===== src/rtl/alu_issue_ctrl_pkg.sv =====
// Shared widths, ALU opcode constants and controller state type for the ALU issue path.
package alu_issue_ctrl_pkg;

    localparam int DATA_WIDTH     = 32;
    localparam int ALU_OPRN_WIDTH = 6;

    localparam logic [ALU_OPRN_WIDTH-1:0] ALU_OPRN_NOP = 6'h00;
    localparam logic [ALU_OPRN_WIDTH-1:0] ALU_OPRN_ADD = 6'h01;
    localparam logic [ALU_OPRN_WIDTH-1:0] ALU_OPRN_SUB = 6'h02;
    localparam logic [ALU_OPRN_WIDTH-1:0] ALU_OPRN_MUL = 6'h03;
    localparam logic [ALU_OPRN_WIDTH-1:0] ALU_OPRN_SHR = 6'h04;
    localparam logic [ALU_OPRN_WIDTH-1:0] ALU_OPRN_SHL = 6'h05;
    localparam logic [ALU_OPRN_WIDTH-1:0] ALU_OPRN_AND = 6'h06;
    localparam logic [ALU_OPRN_WIDTH-1:0] ALU_OPRN_OR  = 6'h07;
    localparam logic [ALU_OPRN_WIDTH-1:0] ALU_OPRN_NOR = 6'h08;
    localparam logic [ALU_OPRN_WIDTH-1:0] ALU_OPRN_DIV = 6'h09;

    typedef enum logic [1:0] {
        ST_IDLE = 2'd0,
        ST_EXEC = 2'd1,
        ST_RESP = 2'd2
    } state_e;

endpackage


===== src/rtl/alu_op_classify.sv =====
// Decodes an ALU opcode into legal / multi-cycle flags; shared with the control unit.
module alu_op_classify
    import alu_issue_ctrl_pkg::*;
(
    input  logic [ALU_OPRN_WIDTH-1:0] OPRN,
    output logic                      is_legal,
    output logic                      is_multi
);

    always_comb begin
        is_legal = 1'b0;
        is_multi = 1'b0;
        case (OPRN)
            ALU_OPRN_ADD, ALU_OPRN_SUB, ALU_OPRN_AND,
            ALU_OPRN_OR,  ALU_OPRN_NOR: is_legal = 1'b1;
            ALU_OPRN_MUL, ALU_OPRN_SHR,
            ALU_OPRN_SHL, ALU_OPRN_DIV: begin
                is_legal = 1'b1;
                is_multi = 1'b1;
            end
            default: ;
        endcase
    end

endmodule


===== src/rtl/alu_issue_ctrl.sv =====
// Issues one operation at a time to the multi-cycle ALU and returns the captured
// result (or a timeout / illegal-opcode error) on a valid/ready response channel.
module alu_issue_ctrl
    import alu_issue_ctrl_pkg::*;
#(
    parameter int TIMEOUT_CYCLES = 64
) (
    input  logic                      CLK,
    input  logic                      RST,
    input  logic                      REQ_VALID,
    output logic                      REQ_READY,
    input  logic [DATA_WIDTH-1:0]     REQ_OP1,
    input  logic [DATA_WIDTH-1:0]     REQ_OP2,
    input  logic [ALU_OPRN_WIDTH-1:0] REQ_OPRN,
    output logic [DATA_WIDTH-1:0]     ALU_OP1,
    output logic [DATA_WIDTH-1:0]     ALU_OP2,
    output logic [ALU_OPRN_WIDTH-1:0] ALU_OPRN,
    input  logic [DATA_WIDTH-1:0]     ALU_OUTLOW,
    input  logic [DATA_WIDTH-1:0]     ALU_OUTHIGH,
    input  logic                      ALU_DONE,
    output logic                      RSP_VALID,
    input  logic                      RSP_READY,
    output logic [DATA_WIDTH-1:0]     RSP_LOW,
    output logic [DATA_WIDTH-1:0]     RSP_HIGH,
    output logic                      RSP_ZERO,
    output logic                      RSP_ERR,
    output logic                      BUSY
);

    localparam logic [7:0] CNT_LAST = 8'(TIMEOUT_CYCLES - 1);

    state_e                      state_q, state_d;
    logic [7:0]                  cnt_q, cnt_d;
    logic                        multi_q, multi_d;
    logic [DATA_WIDTH-1:0]       op1_q, op1_d, op2_q, op2_d;
    logic [ALU_OPRN_WIDTH-1:0]   oprn_q, oprn_d;
    logic [DATA_WIDTH-1:0]       low_q, low_d, high_q, high_d;
    logic                        zero_q, zero_d, err_q, err_d;
    logic                        req_legal, req_multi;

    alu_op_classify u_classify (
        .OPRN     (REQ_OPRN),
        .is_legal (req_legal),
        .is_multi (req_multi)
    );

    always_comb begin
        state_d = state_q;
        cnt_d   = cnt_q;
        multi_d = multi_q;
        op1_d   = op1_q;
        op2_d   = op2_q;
        oprn_d  = oprn_q;
        low_d   = low_q;
        high_d  = high_q;
        zero_d  = zero_q;
        err_d   = err_q;
        case (state_q)
            ST_IDLE: begin
                if (REQ_VALID) begin
                    // Illegal opcodes still spend one EXEC cycle with ALU_OPRN at NOP,
                    // which is how EXEC recognises them and keeps response latency at one.
                    op1_d   = REQ_OP1;
                    op2_d   = REQ_OP2;
                    oprn_d  = req_legal ? REQ_OPRN : ALU_OPRN_NOP;
                    multi_d = req_multi;
                    cnt_d   = 8'd0;
                    state_d = ST_EXEC;
                end
            end
            ST_EXEC: begin
                cnt_d = cnt_q + 8'd1;
                if (oprn_q == ALU_OPRN_NOP) begin
                    low_d   = '0;
                    high_d  = '0;
                    zero_d  = 1'b1;
                    err_d   = 1'b1;
                    state_d = ST_RESP;
                end else if (!multi_q || (cnt_q != 8'd0 && ALU_DONE)) begin
                    // DONE is ignored at c==0 since it may still be asserted from the previous op.
                    low_d   = ALU_OUTLOW;
                    high_d  = (oprn_q == ALU_OPRN_MUL) ? ALU_OUTHIGH : '0;
                    zero_d  = (ALU_OUTLOW == '0);
                    err_d   = 1'b0;
                    state_d = ST_RESP;
                end else if (cnt_q == CNT_LAST) begin
                    low_d   = '0;
                    high_d  = '0;
                    zero_d  = 1'b1;
                    err_d   = 1'b1;
                    state_d = ST_RESP;
                end
                if (state_d == ST_RESP) begin
                    oprn_d = ALU_OPRN_NOP;
                    cnt_d  = 8'd0;
                end
            end
            ST_RESP: begin
                if (RSP_READY) state_d = ST_IDLE;
            end
            default: state_d = ST_IDLE;
        endcase
    end

    always_ff @(posedge CLK or negedge RST) begin
        if (!RST) begin
            state_q <= ST_IDLE;
            cnt_q   <= 8'd0;
            multi_q <= 1'b0;
            op1_q   <= '0;
            op2_q   <= '0;
            oprn_q  <= ALU_OPRN_NOP;
            low_q   <= '0;
            high_q  <= '0;
            zero_q  <= 1'b0;
            err_q   <= 1'b0;
        end else begin
            state_q <= state_d;
            cnt_q   <= cnt_d;
            multi_q <= multi_d;
            op1_q   <= op1_d;
            op2_q   <= op2_d;
            oprn_q  <= oprn_d;
            low_q   <= low_d;
            high_q  <= high_d;
            zero_q  <= zero_d;
            err_q   <= err_d;
        end
    end

    assign REQ_READY = (state_q == ST_IDLE);
    assign BUSY      = (state_q != ST_IDLE);
    assign RSP_VALID = (state_q == ST_RESP);
    assign ALU_OP1   = op1_q;
    assign ALU_OP2   = op2_q;
    assign ALU_OPRN  = oprn_q;
    assign RSP_LOW   = low_q;
    assign RSP_HIGH  = high_q;
    assign RSP_ZERO  = zero_q;
    assign RSP_ERR   = err_q;

endmodule


===== config.mk =====
export PLATFORM = sky130hd
export DESIGN_NAME = alu_issue_ctrl
export DESIGN_NICKNAME = d
export VERILOG_FILES = /design/src/rtl/alu_issue_ctrl_pkg.sv /design/src/rtl/alu_op_classify.sv /design/src/rtl/alu_issue_ctrl.sv
export SDC_FILE = /design/constraint.sdc
export NUM_CORES = 1
export LEC_CHECK = 0
export CORE_MARGIN = 4
export CORE_UTILIZATION = 45
export DETAILED_ROUTE_END_ITERATION = 12
export HOLD_SLACK_MARGIN = 0.06
export PLACE_DENSITY = 0.87
export REMOVE_ABC_BUFFERS = 1
export SYNTH_ARGS = -nofsm -noshare
export SYNTH_HDL_FRONTEND = slang
export SYNTH_SLANG_ARGS = --single-unit
export TNS_END_PERCENT = 50

===== constraint.sdc =====
create_clock -name CLK -period 4.85 [get_ports CLK]
set_input_delay 0.97 -clock CLK [delete_from_list [all_inputs] [get_ports CLK]]
set_output_delay 0.97 -clock CLK [all_outputs]
set_load 0.01 [all_outputs]

* After elaboration in Yosys (flattened, before gate mapping) *
Index checks and enable logic that the tools add are counted.

cells by class
  add/subtract/negate cells = 1
  eq/ne operators = 17
  muxes and demuxes = 27
  reductions and logical operators = 17

operators with widths
  operator                                                                number
  32-bit 2-to-1 mux                                                       6
  32-bit logical NOT                                                      1
  6-bit by 3-bit equality test with 1-bit output (second input constant)  4
  6-bit by 2-bit equality test with 1-bit output (second input constant)  3
  6-bit 2-to-1 mux                                                        3
  8-bit 2-to-1 mux                                                        2
  8-bit one-hot mux with 2 select lines                                   1
  6-bit by 4-bit equality test with 1-bit output (second input constant)  2
  2-bit 2-to-1 mux                                                        6
  6-bit one-hot mux with 2 select lines                                   1
  9-bit OR reduction                                                      1
  8-bit by 1-bit adder with 8-bit output (second input constant)          1
  8-bit by 6-bit equality test with 1-bit output (second input constant)  1
  2-bit AND reduction                                                     4
  8-bit nonzero test                                                      1
  1-bit 2-to-1 mux                                                        7
  6-bit by 1-bit equality test with 1-bit output (second input constant)  1
  6-bit logical NOT                                                       1
  2-bit one-hot mux with 3 select lines                                   1
  2-bit equality test (second input constant)                             2
  2-bit inequality test (second input constant)                           2
  2-bit nonzero test                                                      2
  4-bit OR reduction                                                      1
  3-bit AND reduction                                                     1
  other kinds (7)                                                         7

word-level totals
  flip-flop bits (word level) = 147
  input port bits = 139
  output and inout port bits = 139
  logic and storage cells = 72

* Longest topological paths before layout *
Gate-level depths: netlist of run 1.

  depth after elaboration = 9
  gate-level depth with buffers = 9
  mapped depth without buffers = 7

* Modules after synthesis *
Synthesis of run 1 repeated with hierarchy kept, for this count alone.

unflattened totals
  cells, all modules = 390
  area, all modules = 5662.9 µm²

by module, submodules not included
  module           instances  cells each  area an instance (µm²)  seq. area each (µm²)
  alu_issue_ctrl   1          382         5601.6                  3678.5
  alu_op_classify  1          8           61.3                    0.0

* Worst setup path after synthesis of run 1 *
No wires, ideal clock.

  path type = reg2reg
  from = reg oprn_q[3] (netlist: ALU_OPRN[3])
  to = reg zero_q (netlist: RSP_ZERO)
  library setup time = 0.125 ns
  data arrival time = 2.132 ns
  data required time = 4.725 ns
  slack = 2.593 ns
  cell stages (with the launch flop) = 6
  buffers on the path = 1
  clock period less this slack = 2.257 ns
  cell sequence = dfrtp_1 > or4_4 > or3_4 > a311o_1 > buf_6 > mux2_4

between the ends
  word-level cells in the longest chain between the ends = 3
  elaborated cells on any way between the ends = 4
  those cells by class = mux (1); reduce/logical (3)

ends and longest elaborated chain
  item                                  line                   text
  start: declaration                    alu_issue_ctrl.sv:36   logic [ALU_OPRN_WIDTH-1:0] oprn_q, oprn_d;
  start signal: assignment              alu_issue_ctrl.sv:123  oprn_q <= oprn_d;
  6-bit logical NOT (*)                 alu_issue_ctrl.sv:73   if (oprn_q == ALU_OPRN_NOP) begin
  3-bit nonzero test (no source line)   -
  2-bit AND reduction (no source line)  -
  end signal: assignment                alu_issue_ctrl.sv:126  zero_q <= zero_d;
  end: declaration                      alu_issue_ctrl.sv:38   logic zero_q, zero_d, err_q, err_d;

Mark *: on every way between the ends. The rest lies on a longest branch, timed or not.
A chain may end at the register's enable or synchronous reset.

* Worst setup path after layout of run 1 *
  from = reg cnt_q[3]
  to = reg low_q[12] (netlist: RSP_LOW[12])

between the ends
  word-level cells in the longest chain between the ends = 5
  elaborated cells on any way between the ends = 8
  those cells by class = eq/ne (1); mux (2); reduce/logical (5)

ends and longest elaborated chain
  item                                                                              line                   text
  start: declaration                                                                alu_issue_ctrl.sv:33   logic [7:0] cnt_q, cnt_d;
  start signal: assignment                                                          alu_issue_ctrl.sv:119  cnt_q <= cnt_d;
  8-bit nonzero test                                                                alu_issue_ctrl.sv:79   end else if (!multi_q || (cnt_q != 8'd0 && ALU_DONE)) begin
  1-bit logical AND                                                                 alu_issue_ctrl.sv:79
  1-bit logical OR                                                                  alu_issue_ctrl.sv:79
  3-bit nonzero test (no source line) / 32-bit 2-to-1 mux (equally long branches)   -
  2-bit AND reduction (no source line) / 32-bit 2-to-1 mux (equally long branches)  -
  end signal: assignment                                                            alu_issue_ctrl.sv:124  low_q <= low_d;
  end: declaration                                                                  alu_issue_ctrl.sv:37   logic [DATA_WIDTH-1:0] low_q, low_d, high_q, high_d;

Parallel ways exist; a longest one is shown, timed or not.

==> results of run 1 <==
==> where the power goes <==
| part | switching, uW | total, uW | internal, uW | leakage (uW) |
|---|---|---|---|---|
| clock | 508 | 1500 | 995 | 0.000327 |
| combinational | 920 | 2100 | 1170 | 0.00169 |
| sequential | 229 | 1870 | 1640 | 0.00189 |
| total | 1660 | 5460 | 3810 | 0.00391 |
==> sequential cells by signal (all words and copies together) (netlist names) <==
register	flops
ALU_OP1	32
ALU_OP2	32
ALU_OPRN	6
RSP_ERR	1
RSP_HIGH	32
RSP_LOW	32
RSP_ZERO	1
cnt_q	8
multi_q	1
state_q	2
==> worst max-delay path, cell delays in order, from the launching register on <==
cell and delay, ns:
dfrtp_1 0.43, or4b_2 0.70, o22ai_2 0.26, a311o_2 0.77, buf_4 0.39, nand2_1 0.10, o21ai_1 0.09
==> cells in the mapped netlist (all sizes together) <==
| master | n | area [um^2] |
|---|---|---|
| and2 | 3 | 18.8 |
| o31ai | 1 | 7.51 |
| nor4 | 8 | 50.1 |
| a21oi | 2 | 10.0 |
| a21o | 1 | 7.51 |
| dfrtp | 147 | 3680 |
| nor2 | 7 | 26.3 |
| and3 | 2 | 12.5 |
| xnor2 | 1 | 8.76 |
| nand4 | 3 | 18.8 |
| o22ai | 1 | 12.5 |
| nand2 | 139 | 522 |
| o311ai | 1 | 8.76 |
| inv | 7 | 26.3 |
| nor3b | 1 | 7.51 |
| buf | 11 | 109 |
| or4b | 2 | 20.0 |
| mux2i | 1 | 10.0 |
| clkbuf | 17 | 63.8 |
| nand3 | 5 | 25.0 |
| o21ai | 77 | 423 |
| nor3 | 3 | 15.0 |
| a311o | 1 | 10.0 |
| a2bb2oi | 1 | 8.76 |
| or4 | 2 | 18.8 |
| or2 | 2 | 12.5 |
| or3 | 2 | 17.5 |
| mux2 | 65 | 736 |
| ha | 2 | 25.0 |
| a22o | 5 | 43.8 |
| and4 | 1 | 8.76 |
==> kinds of logic (layout without fill, tap and decap cells) <==
kind of cell | count (synthesis) | after routing
compound gates | 90 | 90
xor+xnor | 1 | 1
fa+ha+maj | 2 | 2
buf+inv | 35 | 322
flops | 147 | 147
mux | 66 | 66
simple gates | 180 | 180
==> worst min path at each step <==
stage                start           to  slack (ns)  depth (start not counted)
5_1_grt         RSP_LOW[6]   RSP_LOW[6]        0.51                          2
4_1_cts        RSP_LOW[17]  RSP_LOW[17]        0.48                          2
3_3_place_gp   RSP_LOW[22]  RSP_LOW[22]        0.46                          2
3_5_place_dp   RSP_LOW[19]  RSP_LOW[19]        0.47                          2
2_1_floorplan   state_q[0]   state_q[0]        0.46                          1
6_report       RSP_LOW[17]  RSP_LOW[17]        0.48                          2
==> metrics by stage <==
| step | worst slack [ns] | cell area [um^2] |
|---|---|---|
| 6_report | 2.02 | 9530 |
| 5_1_grt | 1.82 | 9530 |
| 4_1_cts | 2.03 | 9530 |
| 3_5_place_dp | 1.65 | 8850 |
| 3_3_place_gp | 1.72 | 8850 |
| 2_1_floorplan | 0.296 | 5790 |
==> routing by layer <==
metal  part of all wire, %  routed length [um]
met1                    38                6620
met2                    50                8750
met3                   9.6                1680
met4                   2.7                 468
met5                     0                   0
==> cell type report <==
cell class | count | share of cell area [%]
Sequential cell | 147 | 38.6
Multi-Input combinational cell | 339 | 22.0
Inverter | 7 | 0.276
Clock inverter | 12 | 2.38
Clock buffer | 20 | 4.79
Timing Repair Buffer | 283 | 29.7
Tap cell | 172 | 2.26
==> flow_metrics.py, run 1 <==
metrics = {
    "sta": {
        "tns_ns": 0,
        "relSlewSlack_pct": 37.2,
        "tightest_slew_ns": 0.942,
        "max_freq_ghz": 0.353,
        "setup_violations": 0,
        "fin_worst_skew_ns": 0.00893,
        "fin_crit_sh_pct": 58.4,
        "rsz0062_at_grt": "false",
        "final_max_slew_viol_count": 0,
        "whs_ns": 0.480,
        "final.min_clock_period_ns": 2.83,
        "finalHoldViolations": 0,
    },
    "clock_tree": {
        "cts_hold_buf": 0,
        "cts.repair.resized": 0,
        "cts_buffer_depth": 2,
        "clk_latency_ns": 0.41,
        "numCtsBuffers": 17,
        "clockRootBuffer": "clkbuf_16",
        "post_cts_buffers": 0,
        "path_clk_slew_ns": 0.06,
        "cts_tree": "yes",
        "htree_levels": 4,
        "cts_sinks": 147,
    },
    "worst_setup_path": {
        "r2r_cells": 6,
        "start_kind": "flip-flop",
        "critical_path_class": "reg2reg",
        "timing.critical_path.fanout_max": 37,
        "crit_path_start": "cnt_q[3]",
        "r2r-end": "RSP_LOW[12]",
        "reg2reg_slack_ns": 2.02,
        "r2r_start": "cnt_q[3]",
        "cp-end-kind": "flip-flop",
        "arrival_ns": 3.16,
        "critical_path_required_ns": 5.18,
        "crit_end": "RSP_LOW[12]",
    },
    "pwr": {
        "power_uw": 5460,
        "vdd_drop_max_mv": 0.309,
        "power.density_nw_per_um2": 573,
        "p_leak_uw": 0.00391,
    },
    "final_layout": {
        "final_util_pct": 74.6,
        "multi_input_area_um2": 2090,
        "fillers": 810,
        "final_cell_mix": "clkdlybuf4s50_1, dfrtp_1, nand2_1, mux2_2, o21ai_1",
        "nNetsFinal": 936,
        "drive_gt1_share_pct": 15.2,
        "instances_no_fill": 980,
        "seq_area_um2": 3680,
        "antenna_cells": 0,
        "syn_to_final_growth_pct": 59.8,
        "final_common_cell": "clkdlybuf4s50_1",
    },
    "synthesis": {
        "synth_seq_cells": 147,
        "synth_top_family_by_area": "simple AND/OR/NAND/NOR gates",
        "avgSynthCellArea_um2": 11.4,
        "synth-adder-area-share_pct": 0.420,
        "yosysWarnings": 0,
        "syn-cell-area_um2": 5960,
        "synth-xor-area-share_pct": 0.147,
        "synthSimpleGateAreaFrac_pct": 13.0,
        "syn_inst": 521,
        "yosysUniqueCellTypes": 38,
        "ys_seq_area_share_pct": 61.7,
        "synth_compound_gate_area_share_pct": 8.92,
        "synthMuxAreaShare_pct": 12.5,
    },
    "floorplanning": {
        "die-area_um2": 15200,
        "core_area_um2": 12800,
        "die_h_um": 123,
        "rows": 41,
        "initial_utilization_pct": 46.7,
        "die_w_um": 123,
        "io_pins": 278,
    },
    "global_routing": {
        "gr-max-usage-layer": "met2",
        "grt_pass1_vias": 5158,
        "use_met2_pct": 40.1,
        "grtUsageMet1_pct": 26.4,
        "grtUsageTotal_pct": 23.4,
        "overflow": 0,
        "grt_first_pass_wirelength_mm": 27.0,
        "antenna_found_initial": 0,
        "use_met3_pct": 8.83,
        "grt_max_degree": 106,
    },
    "place": {
        "dp.cells": 948,
        "gp_congestion": 0.812,
        "dp_hpwl_mm": 12.8,
        "portBuffers": 277,
    },
    "run_status": {
        "status": "completed",
    },
    "route": {
        "viasPerCell": 4.96,
        "drt-total-wl_mm": 17.5,
        "vias": 4857,
        "first_pass_iters": 4,
        "drt_iter0_markers": 330,
        "remaining_drc_errors": 0,
        "routedWlPerCell_um": 17.9,
        "ant_nets": 0,
    },
    "run": {
        "maxCapViolations": 0,
    },
    "min_path": {
        "hold_path.class": "reg2reg",
    },
}
Note: power is estimated with default switching activity, not from simulation.
==> run 2: changes to the inputs <==
--- a/config.mk
+++ b/config.mk
@@ -6,10 +6,10 @@
 export NUM_CORES = 1
 export LEC_CHECK = 0
 export CORE_MARGIN = 4
-export CORE_UTILIZATION = 45
+export CORE_UTILIZATION = 37
 export DETAILED_ROUTE_END_ITERATION = 12
 export HOLD_SLACK_MARGIN = 0.06
-export PLACE_DENSITY = 0.87
+export PLACE_DENSITY = 0.76
 export REMOVE_ABC_BUFFERS = 1
 export SYNTH_ARGS = -nofsm -noshare
 export SYNTH_HDL_FRONTEND = slang
==> constraint.sdc (replaced) <==
create_clock -name CLK -period 2.4 [get_ports CLK]
set_input_delay 0.48 -clock CLK [delete_from_list [all_inputs] [get_ports CLK]]
set_output_delay 0.48 -clock CLK [all_outputs]
set_load 0.01 [all_outputs]
==> flow_metrics.py, run 2 (synthesized netlist as in run 1, its figures left out) <==
metrics = {
    "worst_setup_path": {
        "timing.critical_path.fanout_max": 22,
        "crit_end": "RSP_LOW[1]",
        "arrival_ns": 2.66,
        "slowest_stage": "or4_4",
        "reg2reg_slack_ns": 0.03,
        "r2r-end": "RSP_LOW[1]",
        "crit_chain": "or4_4, or3_4, a311o_2, buf_4, nand2_1, o21ai_1",
        "r2r_start": "ALU_OPRN[3]",
        "critical_path_required_ns": 2.69,
        "max_stage_delay_ns": 0.57,
        "r2r_cells": 6,
        "start_kind": "flip-flop",
        "cp-end-kind": "flip-flop",
        "critical_path_class": "reg2reg",
        "crit_path_start": "ALU_OPRN[3]",
    },
    "global_routing": {
        "grt_pass1_vias": 4967,
        "antenna_found_initial": 1,
        "grt_max_degree": 81,
        "grtUsageTotal_pct": 18.7,
        "overflow": 0,
        "grt_first_pass_wirelength_mm": 26.4,
    },
    "pwr": {
        "vdd_drop_max_mv": 0.570,
        "p_leak_uw": 0.00392,
        "power.density_nw_per_um2": 1100,
    },
    "clock_tree": {
        "htree_levels": 4,
        "clk_latency_ns": 0.41,
        "cts_buffer_depth": 2,
        "numCtsBuffers": 17,
        "clockRootBuffer": "clkbuf_16",
        "path_clk_slew_ns": 0.06,
        "cts_sinks": 147,
        "cts_tree": "yes",
    },
    "floorplanning": {
        "initial_utilization_pct": 37.7,
        "die_w_um": 135,
        "rows": 46,
        "io_pins": 278,
        "core_area_um2": 15800,
        "die-area_um2": 18200,
        "die_h_um": 135,
    },
    "route": {
        "viasPerCell": 4.69,
        "drt-total-wl_mm": 17.3,
        "remaining_drc_errors": 0,
        "first_pass_iters": 4,
        "ant_nets": 0,
        "routedWlPerCell_um": 16.7,
        "drt_iter0_markers": 131,
        "vias": 4858,
    },
    "final_layout": {
        "drive_gt1_share_pct": 16.1,
        "nNetsFinal": 948,
        "syn_to_final_growth_pct": 61.4,
        "final_cell_mix": "clkdlybuf4s50_1, dfrtp_1, nand2_1, mux2_2, o21ai_1",
        "instances_no_fill": 1035,
        "final_common_cell": "clkdlybuf4s50_1",
        "final_util_pct": 60.8,
    },
    "sta": {
        "finalHoldViolations": 0,
        "relSlewSlack_pct": 66.6,
        "whs_ns": 0.481,
        "tns_ns": 0,
        "final_max_slew_viol_count": 0,
        "rsz0062_at_grt": "true",
        "max_freq_ghz": 0.421,
        "setup_ws_ns": 0.0258,
        "fin_crit_sh_pct": 98.9,
        "tightest_slew_ns": 0.501,
        "final.min_clock_period_ns": 2.37,
        "fin_worst_skew_ns": 0.0132,
        "setup_violations": 0,
    },
    "place": {
        "portBuffers": 277,
        "dp_hpwl_mm": 12.8,
        "gp_congestion": 0.782,
        "dp.cells": 999,
        "place_ws_ns": 0.0284,
    },
    "min_path": {
        "hold_path.class": "reg2reg",
        "whs_path_depth": 2,
    },
    "run": {
        "maxCapViolations": 0,
    },
    "run_status": {
        "status": "completed",
    },
}
[run 2: changes by cell type in the layout (fill, tap and decap cells not counted), sizes merged]
cell | before | now
buf | 7 | 16
bufinv | 6 | 1
clkbuf | 20 | 22
clkinv | 3 | 5
a311o | 1 | 2
diode | 0 | 1
dlygate4sd3 | 0 | 1
[run 2: worst max-delay path: cells and delay by family (launching register included)]
| family | cells | cell delay, ns |
|---|---|---|
| compound gates | 2 | 0.58 |
| buf+inv | 1 | 0.25 |
| flops | 1 | 0.40 |
| simple gates | 3 | 1.03 |
[run 2: how the worst min path moves through the flow]
stage	startpoint	endpoint	slack (ns)
global route	RSP_LOW[3]	RSP_LOW[3]	0.49
detailed placement	RST	RSP_LOW[19]	0.47
floorplan	RST	ALU_OP1[0]	0.18
global placement	RSP_LOW[20]	RSP_LOW[20]	0.46
finish	RSP_LOW[20]	RSP_LOW[20]	0.48
CTS	RSP_LOW[20]	RSP_LOW[20]	0.49
[run 2: report_power, final]
part | switching [uW] | internal (uW) | leakage, uW
Sequential | 444 | 3310 | 0.00189
Combinational | 1880 | 2470 | 0.00177
Clock | 986 | 1470 | 0.000265
[run 2: layer usage]
| metal | GRT usage (%) | vias up | routed length [um] |
|---|---|---|---|
| met5 | 0 | - | 0 |
| met4 | 6.44 | 0 | 229 |
| met3 | 7.23 | 12 | 1660 |
| met2 | 31.2 | 194 | 8450 |
| met1 | 22.2 | 2296 | 6930 |
| li1 | - | 2356 | - |
[run 2: layout make-up]
| class | count | area (um^2) |
|---|---|---|
| Multi-Input combinational cell | 340 | 2120 |
| Inverter | 7 | 26.3 |
| Timing Repair Buffer | 294 | 2980 |
| Tap cell | 216 | 270 |
| Antenna cell | 1 | 2.50 |
| Clock buffer | 21 | 460 |
| Clock inverter | 9 | 82.6 |
| Sequential cell | 147 | 3680 |
| Fill cell | 1337 | 6200 |
[run 2: what timing repair did]
item / 4_1_cts / 5_1_grt
resized for setup: 0 / 4
setup buffers: 0 / 2
setup endpoints to repair: 0 / 66
hold buffers: 1 / 0
hold endpoints to repair: 48 / 0
[run 2: stage by stage]
step                power [uW]  cell area [um^2]
floorplan                 5570              5790
global route             11100              9620
CTS                      10600              9560
finish                   10500              9620
detailed placement        8100              9000
global placement          8000              9000
